**src/rtl/fadd_pipe_param.sv**
```systemverilog
// fadd_pipe_param: multi-cycle floating-point adder/subtractor with RNE rounding,
// flush-to-zero denormals, special-value handling and exception flags.
module fadd_pipe_param #(
  parameter int EXP_W = 8,
  parameter int MAN_W = 23
) (
  input  logic                 clk,
  input  logic                 rst,
  input  logic [EXP_W+MAN_W:0] operand1,
  input  logic [EXP_W+MAN_W:0] operand2,
  input  logic                 sub,
  input  logic                 input_ready,
  input  logic                 received,
  output logic [EXP_W+MAN_W:0] answer,
  output logic                 answer_ready,
  output logic [3:0]           flags,
  output logic                 busy,
  output logic [2:0]           fsm_state
);
  localparam int W         = 1 + EXP_W + MAN_W;
  localparam int XW        = MAN_W + 4;  // hidden bit + mantissa + guard/round/sticky
  localparam int EW        = EXP_W + 2;  // two's-complement working exponent
  localparam int LZW       = $clog2(XW);
  localparam int SHIFT_LIM = XW - 1;
  localparam logic [EW-1:0] EXP_MAX = EW'((1 << EXP_W) - 1);

  // Handshake: input_ready is a request taken only in IDLE (one op in flight, no
  // queueing); answer_ready is held with answer/flags stable until received=1 is
  // seen in DONE, and drops on that same edge.
  typedef enum logic [2:0] {
    S_IDLE  = 3'd0,
    S_ALIGN = 3'd1,
    S_ADD   = 3'd2,
    S_NORM  = 3'd3,
    S_ROUND = 3'd4,
    S_DONE  = 3'd5
  } state_t;

  state_t state, state_nxt;

  logic [W-1:0]    op_a, op_b;
  logic            l_sign, eff_sub, res_zero;
  logic [EW-1:0]   work_exp, norm_exp;
  logic [XW-1:0]   l_ext, s_ext, norm;
  logic [XW:0]     sum;

  logic               a_sign, b_sign;
  logic [EXP_W-1:0]   a_exp, b_exp;
  logic [MAN_W-1:0]   a_man, b_man;
  logic               a_zero, b_zero, a_inf, b_inf, a_nan, b_nan;

  assign {a_sign, a_exp, a_man} = op_a;
  assign {b_sign, b_exp, b_man} = op_b;
  assign a_zero = (a_exp == '0);
  assign b_zero = (b_exp == '0);
  assign a_inf  = (&a_exp) && (a_man == '0);
  assign b_inf  = (&b_exp) && (b_man == '0);
  assign a_nan  = (&a_exp) && (a_man != '0);
  assign b_nan  = (&b_exp) && (b_man != '0);

  assign answer_ready = (state == S_DONE);
  assign busy         = (state != S_IDLE);
  assign fsm_state    = state;

  always_ff @(posedge clk) begin
    if (rst) state <= S_IDLE;
    else     state <= state_nxt;
  end

  always_comb begin
    state_nxt = state;
    case (state)
      S_IDLE:  if (input_ready) state_nxt = S_ALIGN;
      S_ALIGN: state_nxt = S_ADD;
      S_ADD:   state_nxt = S_NORM;
      S_NORM:  state_nxt = S_ROUND;
      S_ROUND: state_nxt = S_DONE;
      S_DONE:  if (received) state_nxt = S_IDLE;
      default: state_nxt = S_IDLE;
    endcase
  end

  // Alignment: L is the larger magnitude, S is shifted right with a sticky tail.
  logic               swap, big_sign, big_zero, small_zero;
  logic [EXP_W-1:0]   big_exp, small_exp, d;
  logic [MAN_W-1:0]   big_man, small_man;
  logic [XW-1:0]      small_sig, aligned;
  logic [2*XW-2:0]    shift_win;

  always_comb begin
    swap       = ({b_exp, b_man} > {a_exp, a_man});
    big_sign   = swap ? b_sign : a_sign;
    big_exp    = swap ? b_exp : a_exp;
    big_man    = swap ? b_man : a_man;
    big_zero   = swap ? b_zero : a_zero;
    small_exp  = swap ? a_exp : b_exp;
    small_man  = swap ? a_man : b_man;
    small_zero = swap ? a_zero : b_zero;
    d          = big_exp - small_exp;
    small_sig  = small_zero ? '0 : {1'b1, small_man, 3'b000};
    shift_win  = {small_sig, {(XW-1){1'b0}}} >> d;
    if (int'(d) >= SHIFT_LIM)
      aligned = {{(XW-1){1'b0}}, ~small_zero};
    else
      aligned = {shift_win[2*XW-2:XW], shift_win[XW-1] | (|shift_win[XW-2:0])};
  end

  logic [LZW-1:0] lz;
  always_comb begin
    lz = '0;
    for (int i = 0; i < XW; i++)
      if (sum[i]) lz = LZW'(XW - 1 - i);
  end

  // Rounding and final packing, with special operands taking priority.
  logic [MAN_W:0]   mant;
  logic [MAN_W+1:0] mant_r;
  logic [MAN_W-1:0] man_r;
  logic [EW-1:0]    exp_r;
  logic             g, r, st, up, inexact;
  logic [W-1:0]     rnd_answer;
  logic [3:0]       rnd_flags;

  always_comb begin
    mant    = norm[XW-1:3];
    g       = norm[2];
    r       = norm[1];
    st      = norm[0];
    up      = g & (r | st | mant[0]);
    mant_r  = {1'b0, mant} + (MAN_W+2)'(up);
    exp_r   = norm_exp + EW'(mant_r[MAN_W+1]);
    man_r   = mant_r[MAN_W+1] ? '0 : mant_r[MAN_W-1:0];
    inexact = g | r | st;
    rnd_answer = {l_sign, exp_r[EXP_W-1:0], man_r};
    rnd_flags  = {3'b000, inexact};
    if (!exp_r[EW-1] && exp_r >= EXP_MAX) begin
      rnd_answer = {l_sign, {EXP_W{1'b1}}, {MAN_W{1'b0}}};
      rnd_flags  = 4'b0101;
    end else if (exp_r[EW-1] || exp_r == '0) begin
      rnd_answer = {l_sign, {(W-1){1'b0}}};
      rnd_flags  = 4'b0011;
    end
    if (res_zero) begin
      rnd_answer = {a_zero & b_zero & a_sign & b_sign, {(W-1){1'b0}}};
      rnd_flags  = 4'b0000;
    end
    if (a_nan || b_nan) begin
      rnd_answer = {1'b0, {EXP_W{1'b1}}, 1'b1, {(MAN_W-1){1'b0}}};
      rnd_flags  = 4'b0000;
    end else if (a_inf && b_inf && (a_sign != b_sign)) begin
      rnd_answer = {1'b0, {EXP_W{1'b1}}, 1'b1, {(MAN_W-1){1'b0}}};
      rnd_flags  = 4'b1000;
    end else if (a_inf) begin
      rnd_answer = op_a;
      rnd_flags  = 4'b0000;
    end else if (b_inf) begin
      rnd_answer = op_b;
      rnd_flags  = 4'b0000;
    end
  end

  always_ff @(posedge clk) begin
    if (rst) begin
      op_a     <= '0;
      op_b     <= '0;
      l_sign   <= 1'b0;
      eff_sub  <= 1'b0;
      work_exp <= '0;
      l_ext    <= '0;
      s_ext    <= '0;
      sum      <= '0;
      norm     <= '0;
      norm_exp <= '0;
      res_zero <= 1'b0;
      answer   <= '0;
      flags    <= '0;
    end else begin
      case (state)
        S_IDLE: if (input_ready) begin
          op_a <= operand1;
          op_b <= {operand2[W-1] ^ sub, operand2[W-2:0]};
        end
        S_ALIGN: begin
          l_sign   <= big_sign;
          eff_sub  <= a_sign ^ b_sign;
          work_exp <= EW'(big_exp);
          l_ext    <= big_zero ? '0 : {1'b1, big_man, 3'b000};
          s_ext    <= aligned;
        end
        S_ADD: sum <= eff_sub ? ({1'b0, l_ext} - {1'b0, s_ext})
                              : ({1'b0, l_ext} + {1'b0, s_ext});
        S_NORM: begin
          res_zero <= (sum == '0);
          if (sum[XW]) begin
            norm     <= {sum[XW:2], sum[1] | sum[0]};
            norm_exp <= work_exp + EW'(1);
          end else begin
            norm     <= sum[XW-1:0] << lz;
            norm_exp <= work_exp - EW'(lz);
          end
        end
        S_ROUND: begin
          answer <= rnd_answer;
          flags  <= rnd_flags;
        end
        default: ;
      endcase
    end
  end

endmodule

```
**config.mk**
```make
export PLATFORM = sky130hd
export DESIGN_NAME = fadd_pipe_param
export DESIGN_NICKNAME = d
export VERILOG_FILES = /design/src/rtl/fadd_pipe_param.sv
export SDC_FILE = /design/constraint.sdc
export NUM_CORES = 1
export LEC_CHECK = 0
export ABC_AREA = 1
export BUFFER_PORTS_ARGS = -buffer_cell sky130_fd_sc_hd__buf_2
export CAP_MARGIN = 20
export CORE_MARGIN = 5
export CORE_UTILIZATION = 40
export CTS_CLUSTER_SIZE = 40
export DETAILED_ROUTE_END_ITERATION = 8
export SYNTH_ARGS = -nofsm -noshare
export SYNTH_HDL_FRONTEND = slang
export SYNTH_SLANG_ARGS = --single-unit
export TNS_END_PERCENT = 30
```
**constraint.sdc**
```tcl
create_clock -name clk -period 12.3 [get_ports clk]
set_input_delay 0.615 -clock clk [delete_from_list [all_inputs] [get_ports clk]]
set_output_delay 0.615 -clock clk [all_outputs]
set_load 0.03 [all_outputs]
```
* Yosys cells after proc, flatten, opt, wreduce, memory -nomap -nowiden *
Cells that the tools add are included.

cells by class
  add/subtract/negate cells = 7
  $lt $le $gt $ge = 3
  bitwise logic cells = 13
  divide/modulo/power cells = 0
  muxes and demuxes = 58
  shift-type cells = 2
  eq/ne operators = 8
  reduce and logical (&&, ||, !) cells = 25
  multipliers = 0

operators by type and width
  operator             count
  $mux 32              5
  $mux 5               27
  $mux 27              4
  $mux 23              3
  $mux 31              2
  $shr 53x8->53        1
  $logic_not 23->1     2
  $reduce_bool 23->1   2
  $gt 31x31->1         1
  $add 27x27->28       1
  $logic_not 28->1     1
  $mux 28              1
  $sub 27x27->28       1
  $shl 27x5->27        1
  $reduce_or 26->1     1
  $add 24x1->25        1
  $mux 4               5
  $pmux 3 s6           1
  $logic_not 8->1      2
  $mux 8               2
  $reduce_and 8->1     2
  $add 10x1->10        1
  $ge 10x8->1 const B  1
  $logic_not 10->1     1
  other kinds (23)     47

word-level totals
  logic and storage cells = 130
  RAM bits = 0
  bits in latches = 0
  input bits = 69
  flip-flop bits (word level) = 233
  output and inout port bits = 41
  memories kept = 0
  ROM bits = 0

* Longest topological paths before layout *
  depth after elaboration = 29
  gate-level depth with buffers = 38
  mapped depth without buffers = 36

* Worst setup path before layout *
Ideal clock, no wire load.

  path type = reg-to-reg
  from = register norm[3]
  to = register answer[10]
  setup slack = 7.560 ns
  clock period less this slack = 4.740 ns
  cell stages (with the launch flop) = 25
  arrival = 4.669 ns
  required time = 12.230 ns
  buffers on the path = 1
  cell sequence = dfxtp_1 > nand2_1 > inv_1 > ha_1 > nand3_1 > nor4_1 > nand4_1 > nor2_1 > nand4_1 > nor4_1 > nand2_1 > nor2_1 > ha_1 > ha_1 > nand3_1 > nand3b_1 > nand3b_1 > xor2_1 > a21oi_1 > nor4_1 > inv_1 > clkbuf_1 > nor2_1 > nand3_1 > a21oi_1

between the ends
  longest elaborated chain between the ends = 13
  elaborated cells between the ends (all ways) = 17
  those cells by class = 2 x add/sub; 1 x order compare; 8 x mux; 2 x bitwise; 4 x reduce/logical

RTL lines
  item                                                   RTL line  source
  start: declaration                                     44        logic [XW-1:0] l_ext, s_ext, norm;
  start signal: assignment                               195       norm <= {sum[XW:2], sum[1] | sum[0]};
  start signal: assignment                               198       norm <= sum[XW-1:0] << lz;
  $or 1x1->1                                             129       up = g & (r | st | mant[0]);
  $and 1x1->1                                            129
  $add 24x1->25 (*)                                      130       mant_r = {1'b0, mant} + (MAN_W+2)'(up);
  branches (longest 4 deep; another with $add 10x1->10)  -
  $mux 31 (*)                                            136       if (!exp_r[EW-1] && exp_r >= EXP_MAX) begin
  $mux 32 (*)                                            143       if (res_zero) begin
  $mux 32 (*)                                            156       end else if (b_inf) begin
  $mux 32 (*)                                            153       end else if (a_inf) begin
  $mux 32 (*)                                            150       end else if (a_inf && b_inf && (a_sign != b_sign)) begin
  $mux 32 (*)                                            147       if (a_nan || b_nan) begin
  end signal: assignment                                 203       answer <= rnd_answer;
  end: declaration                                       14        output logic [EXP_W+MAN_W:0] answer,

Mark *: on every way between the ends.
A chain may end at the register's enable or synchronous reset.

* Final worst setup path *
  from = register op_a[23]
  to = register s_ext[1]

between the ends
  longest elaborated chain between the ends = 5
  elaborated cells between the ends (all ways) = 11
  those cells by class = 1 x add/sub; 2 x order compare; 1 x shift; 6 x mux; 1 x reduce/logical

RTL lines
  item                                                    RTL line  source
  start: declaration                                      41        logic [W-1:0] op_a, op_b;
  start signal: assignment                                180       op_a <= operand1;
  $gt 31x31->1 / $logic_not 8->1 (equally long branches)  91, 54
  $mux 8 (tied with other cells)                          93        big_exp = swap ? b_exp : a_exp;
  $sub 8x8->8 / $mux 27 (equally long branches)           99, 100
  $shr 53x8->53 / $ge 8x5->1 (equally long branches)      101, 102
  $mux 27 (*)                                             102       if (int'(d) >= SHIFT_LIM)
  end signal: assignment                                  188       s_ext <= aligned;
  end: declaration                                        44

Mark *: on every way between the ends. The rest lies on a longest branch, timed or not.

==> impl_results.md <==
* Status: finished clean
* Filler Cell Count at 4,518
* Die area at 46,000 um2
* Hold Startpoint: operand1[21]
* Setup violators final at 0
* Most common cell after layout, fill and taps aside: nand2_1
* Number of global-route vias before repair at 16,600
* Worst r2r dst: s_ext[1]
* Synth Area in Adders at 0.0505
* First DRT Iteration DRCs at 1,507
* DRC violations left at 0
* Worst reg2reg startpoint: op_a[23]
* Reg area at 4600 um2
* Ys async rst share at 0
* Routed len/inst at 17.3 um
* First-pass GRT wire length at 89.8 mm
* Max-Cap Viols at 0
* Yosys cell types at 60
* Crit-path max FO at 112
* Die width at 215 um
* Mapped Nets at 2,832
* Setup TNS at 0 ns
* Post-route minimum period at 6.03 ns
* Number of synthesized flops with an enable pin at 0
* Worst Path Class, Setup: flip-flop to flip-flop
* Max_slew headroom at 0.226
* Clock skew at 0.0108 ns
* Largest family of logic cells by synthesized area: simple AND/OR/NAND/NOR gates
* Drt total wl at 56.5 mm
* Cts bufs inserted at 27
* Type of origin of the critical path: flip-flop
* Worst hold endpoint: op_a[21]
* Synth Area in XOR/XNOR at 0.0432
* Mux contribution to synthesized area at 0.00419
* H-tree Lvls at 1
* Largest net degree at the start of global routing at 113
* Hold-fix buffers at CTS at 0
* I/O pins at 110
* Area grow syn2layout at 10.4%
* Worst reg2reg setup slack at 6.27 ns
* P_leak at 0.00831 uW
* Diode count at 0
* Cells after Synth at 2,696
* Row count at 75
* # nets final at 2,842
* Top_reg_cell synth: dfxtp_1
* DR pass1 iterations at 6
* Pwr Density at 245 nW/um2
* Port Buffers at 109
* Ys Warns at 0
* CTS Buffer Depth at 3
* Avg Inst Size Synth at 6.21 um2
* Clock Latency Late Sink at 0.55 ns
* CTS tree: yes
* VDD IR-drop max at 0.000117 V
* Initial Utilization at 0.402
* Hold Path Class: input port to flip-flop
* Overflow left after global routing at 0
* Resized Gates After CTS at 0
* Hpwl dp at 43.0 mm
* Worst setup margin at 6.27 ns
* Multi-input combinational cell area at 10,500 um2
* Total number of vias at 17,900
* Place WS at 6.41 ns
* Post-CTS setup buffers at 0
* Commonest cells after routing, fill and taps aside: nand2_1 (608), a21oi_1 (309), nand3_1 (294), o21ai_0 (282), inv_1 (257)
* Seq/Total Area, Yosys at 0.275
* FF+latch count, synth at 230
* Fin crit share at 0.490
* Fmax at 166 MHz
* Final count of hold timing violations at 0
* Simple-gate area share of the yosys netlist at 0.309
* Hold path cells at 3
* CTS root buffer: clkbuf_16
* Cell area after synthesis at 16,700 um2
* Worst r2r path cells at 24
* Via density at 5.48
* WP data arrival at 6.52 ns
* Gpl congestion at 0.977
* GRT Total Usage at 0.234
* CP endpoint kind: flip-flop
* Initial antenna violation count at 0
* Compound-Gate Fraction of Synth Area at 0.220
* Worst Path Required at 12.79 ns
* Layout cells sized above 1 at 0.0785
* Worst-Margin Slew at 1.16 ns
* Clk sinks at 230
* Final Max Tran Viols at 0
* Core ar. at 41,700 um2
* ANT nets after route at 0
* RSZ-0062 raised after global routing: false
* Clk slew on worst S/H paths at 0.06 ns
* Die H at 215 um
-- final cells by class --
type                       count  share of cell area
inverter                     267              0.0542
sequential                   230               0.249
tap                          539              0.0365
timing repair buffer         136              0.0405
clock buffer                  36              0.0395
multi-input combinational   2044               0.569
clock inverter                12              0.0117
-- power by group --
group,leakage [uW],internal (uW),switching (uW)
Combinational,0.00598,854,1930
Sequential,0.00187,812,71.1
Clock,0.000460,540,328
-- layer usage --
layer,global-route usage,share of wire,up-vias
li1,-,-,9078
met1,0.321,0.46,8210
met2,0.391,0.46,496
met3,0.0234,0.048,108
met4,0.0694,0.033,0
met5,0,0,-
-- critical path: stages, from the launching register on --
cell and delay (ns):
dfxtp_1 0.39, inv_1 0.10, ha_1 0.83, nand4_1 0.18
nor2_1 0.12, nand4_1 0.25, nand2_2 0.14, buf_4 0.68
nand2_1 0.15, nand3_1 0.16, ha_1 0.16, a21o_2 0.14
a21oi_4 0.08, xor2_2 0.12, buf_4 0.42, inv_2 0.42
nand3_1 0.22, nand3_1 0.13, nor2_2 0.47, inv_2 0.10
nor2_4 0.30, nand3_1 0.11, o221ai_1 0.09, nand2_1 0.08
inv_1 0.06
-- synthesized netlist by cell type, types with 19 or more instances --
cell type,count,area [um2]
dfxtp_1,230,4600
nand2_1,608,2280
a21oi_1,309,1550
inv_1,258,968
nand4_1,54,338
nor3_1,30,150
o21ai_0,282,1410
nand3_1,295,1480
o21ai_1,19,95.1
nor2_1,176,661
xor2_1,59,517
clkbuf_1,120,450
ha_1,66,826
-- cells by family after synthesis --
group                      after synthesis
and+or+nand+nor                       1201
adders and majority gates               67
DFF                                    230
muxes                                    7
AOI/OAI and AO/OA                      689
xor gates and xnor gates                80
buffers and inverters                  422
-- how the worst max path moves through the flow --
stage                   from          to  cells after the start
floorplan            norm[3]  answer[10]                     24
finish              op_a[23]    s_ext[1]                     24
detailed placement  op_a[23]    s_ext[1]                     27
CTS                 op_a[23]    s_ext[1]                     24
global route        op_a[23]    s_ext[5]                     22
global placement     norm[3]   answer[4]                     23
-- state kept, by name, indices dropped and copies added (netlist names) --
name	count
answer	32
eff_sub	1
flags	4
fsm_state	3
l_ext	24
l_sign	1
norm	27
norm_exp	10
op_a	32
op_b	32
res_zero	1
s_ext	27
sum	28
work_exp	8
-- metrics by stage --
stage                     cells  utilization  cell area [um2]  power, uW  hold WS [ns]
after CTS                  3264        0.444            18500       4520         0.326
after global routing       3264        0.444            18500       4930         0.335
after floorplan            2696            -            16700       2960         0.446
after detailed placement   3216        0.421            17500       3630         0.454
after global placement     3215        0.421            17500       3630         0.453
final                      3264        0.444            18500       4530         0.343
(Power assumes the default switching activity.)
